--- src/rtl/fetch_stage.sv ---
// Instruction fetch stage: PC register plus IF/ID pipeline register with stall and flush.
// Optional macro FETCH_STATS_EN adds saturating fetch/bubble counters.
module fetch_stage #(
    parameter int           N        = 32,
    parameter logic [N-1:0] RESET_PC = '0
) (
    input  logic         clk,
    input  logic         rst,
    input  logic         freeze,
    input  logic         branch_taken,
    input  logic [N-1:0] branch_addr,
    output logic [N-1:0] pc,
    input  logic [N-1:0] instruction_in,
    output logic [N-1:0] if_id_pc,
    output logic [N-1:0] if_id_instruction,
    output logic         if_id_valid
`ifdef FETCH_STATS_EN
    ,
    output logic [31:0]  fetch_count,
    output logic [31:0]  bubble_count
`endif
);

    logic [N-1:0] pc_plus4;

    assign pc_plus4 = pc + N'(4);

    // Redirect beats freeze; a flush loads the all-zero NOP word as the bubble.
    always_ff @(posedge clk) begin
        if (rst) begin
            pc                <= {RESET_PC[N-1:2], 2'b00};
            if_id_pc          <= '0;
            if_id_instruction <= '0;
            if_id_valid       <= 1'b0;
        end else if (branch_taken) begin
            pc                <= {branch_addr[N-1:2], 2'b00};
            if_id_pc          <= '0;
            if_id_instruction <= '0;
            if_id_valid       <= 1'b0;
        end else if (!freeze) begin
            pc                <= pc_plus4;
            if_id_pc          <= pc_plus4;
            if_id_instruction <= instruction_in;
            if_id_valid       <= 1'b1;
        end
    end

`ifdef FETCH_STATS_EN
    // Both counters stick at all-ones rather than wrapping.
    always_ff @(posedge clk) begin
        if (rst) begin
            fetch_count  <= '0;
            bubble_count <= '0;
        end else if (branch_taken || freeze) begin
            if (bubble_count != 32'hFFFF_FFFF)
                bubble_count <= bubble_count + 32'd1;
        end else begin
            if (fetch_count != 32'hFFFF_FFFF)
                fetch_count <= fetch_count + 32'd1;
        end
    end
`endif

endmodule

--- config.mk ---
export PLATFORM = sky130hd
export DESIGN_NAME = fetch_stage
export DESIGN_NICKNAME = d
export VERILOG_FILES = /design/src/rtl/fetch_stage.sv
export SDC_FILE = /design/constraint.sdc
export NUM_CORES = 1
export LEC_CHECK = 0
export ABC_AREA = 1
export BUFFER_PORTS_ARGS = -buffer_cell sky130_fd_sc_hd__buf_2
export CAP_MARGIN = 20
export CORE_MARGIN = 2
export CORE_UTILIZATION = 40
export DETAILED_ROUTE_END_ITERATION = 8
export PLACE_DENSITY = 0.7
export SLEW_MARGIN = 20
export SYNTH_ARGS = -nofsm -noshare
export SYNTH_HDL_FRONTEND = slang
export SYNTH_SLANG_ARGS = --single-unit
--- constraint.sdc ---
create_clock -name clk -period 1.6 [get_ports clk]
set_input_delay 0.24 -clock clk [delete_from_list [all_inputs] [get_ports clk]]
set_output_delay 0.24 -clock clk [all_outputs]
set_load 0.01 [all_outputs]
==> reports/metrics.yaml <==
outcome: "complete, no violations"
seq_power_share: 0.529
max_stage_delay_ns: 0.34
grt_max_degree: 39
n_antenna_cell: 0
path_class: "reg -> reg"
place.detailed.hpwl_um: 9320
avgSynthCellArea_um2: 6.84
netlist.area_leader.share: 0.431
yosysTopAreaCell: "dfxtp_1"
period_needed_ns: 1.49
synthSimpleGateAreaFrac: 0.388
startpoint_type: "flip-flop"
vias: 4479
numPortBuffers: 158
vias_per_cell: 4.79
antenna_found_initial: 0
synth.area.mux_share: 0
syn_area_mm2: 0.00432
cpMaxStageDelayCell: "dfxtp_2"
slew_viol_final: 0
fillers: 1068
cts_tree: "built"
path_common_cell: "nand2_4"
seq_area_frac_synth: 0.431
drive_above_1_share: 0.286
ys_ff_latch: 93
die_width_um: 108
finalNetCount: 864
drc: 0
synth-compound-area-share: 0.0931
numCtsBuffers: 9
clk_latency_ns: 0.36
ys.warnings.count: 0
multi_input_area_mm2: 0.00215
start_util: 0.414
grt_overflow_total: 0
hold_viol: 0
cp_max_fo: 5
grt_pass1_wl_um: 20200
cts.path.max_buffers: 2
synth_flop_cell: "dfxtp_1"
min_path_cells: 2
crit_path_end_kind: "flip-flop"
setup_viol: 0
yosysMostFrequentCell: "nand2_1"
fmaxAchievable_ghz: 0.669
regArea_mm2: 0.00186
synth.distinct_cells: 28
clock_sinks: 93
skew_ns: 0.0102
dpl_cell_area_mm2: 0.00530
areaGrowthSynthToFinish_pct: 28.1
core.rowCount: 37
p_clk_frac: 0.347
clk_pin_slew_ns: 0.09
vdd_ir_drop_max_mv: 0.433
required_ns: 1.85
htree_num_levels: 3
dr.pass1.iters: 5
synth.area.top_cells: "dfxtp_1 43%, nand2_1 24%, nand3_1 5.2%"
combPwrFrac: 0.124
synth.cells.most_frequent: "273 x nand2_1, 93 x dfxtp_1, 45 x nand3_1, 44 x inv_1, 35 x a21oi_1"
syn_inst: 631
globalplace.congestion: 0.951
synth_async_sr_flop_share: 0
synth_edf_count: 0
hold_class: "in -> reg"
finalCritPeriodShare: 0.934
setup_tns_ns: 0
power.leakage_uw: 0.00304
drt-initial-drc-count: 226
swShare: 0.273
synth_top_family_by_area: "simple AND/OR/NAND/NOR gates"
arrival_ns: 1.74
routed_wl_um: 12400
grt_pass1_vias: 4229
synth_xor_area_frac: 0.00609
reg2reg_depth: 8
p_int_uw: 3410
power_density_mw_per_mm2: 849
p_sw_uw: 1280
post-route-cell-area_mm2: 0.00553
boundaryPins: 165
drtAntennaViolNets: 0
cap_violations: 0
coreArea_mm2: 0.0104
synthAdderAreaFrac: 0.00290
die_h_um: 108
clockRootBuffer: "clkbuf_8"
wl_per_cell_um: 13.2
grtUsageTotal: 0.219
die_area_mm2: 0.0116
crit_chain: "ha_2 > nand2_4 > nor2_8 > nand2_4 > nor2_4 > a21oi_1 > o21ai_1 > nand2_1"
## cell type report
cell class / count / share of cell area
clock buffer: 11 / 0.0256
inverter: 50 / 0.0344
clock inverter: 5 / 0.0106
multi-input combinational: 463 / 0.389
timing repair buffer: 178 / 0.172
sequential: 93 / 0.337
tap: 136 / 0.0308
## flip-flops by register name (all words and copies together), names as in the netlist
register / cells
if_id_instruction: 32
if_id_pc: 30
if_id_valid: 1
pc: 30
## cell usage in the layout, fill, tap and decap left out, drive strengths merged
cell / netlist / layout
a21oi: 35 / 35
a22o: 3 / 3
and2: 3 / 3
buf: 15 / 178
bufinv: 0 / 1
clkbuf: 13 / 11
clkinv: 1 / 2
clkinvlp: 0 / 2
conb: 1 / 4
dfxtp: 93 / 93
ha: 1 / 1
inv: 49 / 50
nand2: 281 / 281
nand3: 45 / 45
nand4: 3 / 3
nor2: 45 / 45
o211ai: 2 / 2
o21ai: 37 / 37
or2: 1 / 1
xor2: 3 / 3
## layer usage
metal	share of wire	vias up	track usage
li1	-	2290	-
met1	0.43	2008	0.277
met2	0.47	166	0.364
met3	0.084	15	0.0581
met4	0.013	0	0.0641
met5	0	-	0
## repair_timing
| item | 4_1_cts | 5_1_grt |
|---|---|---|
| resized for setup | 0 | 9 |
| hold buffers | 0 | 0 |
| setup endpoints to repair | 0 | 14 |
| buffers inserted | 0 | 1 |
## logic make-up after synthesis
family          after synthesis
buf+inv                      78
compound gates               77
other cells                   1
fa+ha+maj                     1
xor+xnor                      3
flops                        93
simple gates                378
## power groups by stage
stage	clock network [uW]	logic, uW	registers (uW)
2_1_floorplan	0	277	2570
3_3_place_gp	0	573	2530
5_1_grt	1760	656	2490
3_5_place_dp	0	584	2530
6_report	1630	582	2480
4_1_cts	1670	586	2480
## worst max-delay path, delay by kind of cell (launching register included)
kind | cells | cell delay [ns]
flops | 1 | 0.34
simple gates | 5 | 0.61
compound gates | 2 | 0.22
fa+ha+maj | 1 | 0.20
## path summary, 6_finish.rpt
check | start | endpoint | slack [ns]
max | pc[2] | pc[12] | 0.11
min | instruction_in[31] | if_id_instruction[31] | 0.1
max reg2reg | pc[2] | pc[12] | 0.11
min reg2reg | if_id_pc[18] | if_id_pc[18] | 0.45
## metrics by stage
step | power (uW) | hold slack, ns | instances | util | setup slack, ns
6_report | 4690 | 0.0960 | 936 | 0.531 | 0.106
5_1_grt | 4910 | 0.0850 | 936 | 0.531 | -0.0171
4_1_cts | 4730 | 0.0876 | 935 | 0.528 | 0.0814
3_5_place_dp | 3120 | 0.435 | 919 | 0.509 | 0.0856
3_3_place_gp | 3100 | 0.433 | 919 | 0.509 | 0.124
2_1_floorplan | 2850 | 0.379 | 634 | - | 0.210
Note: power is estimated with default switching activity, not from simulation.
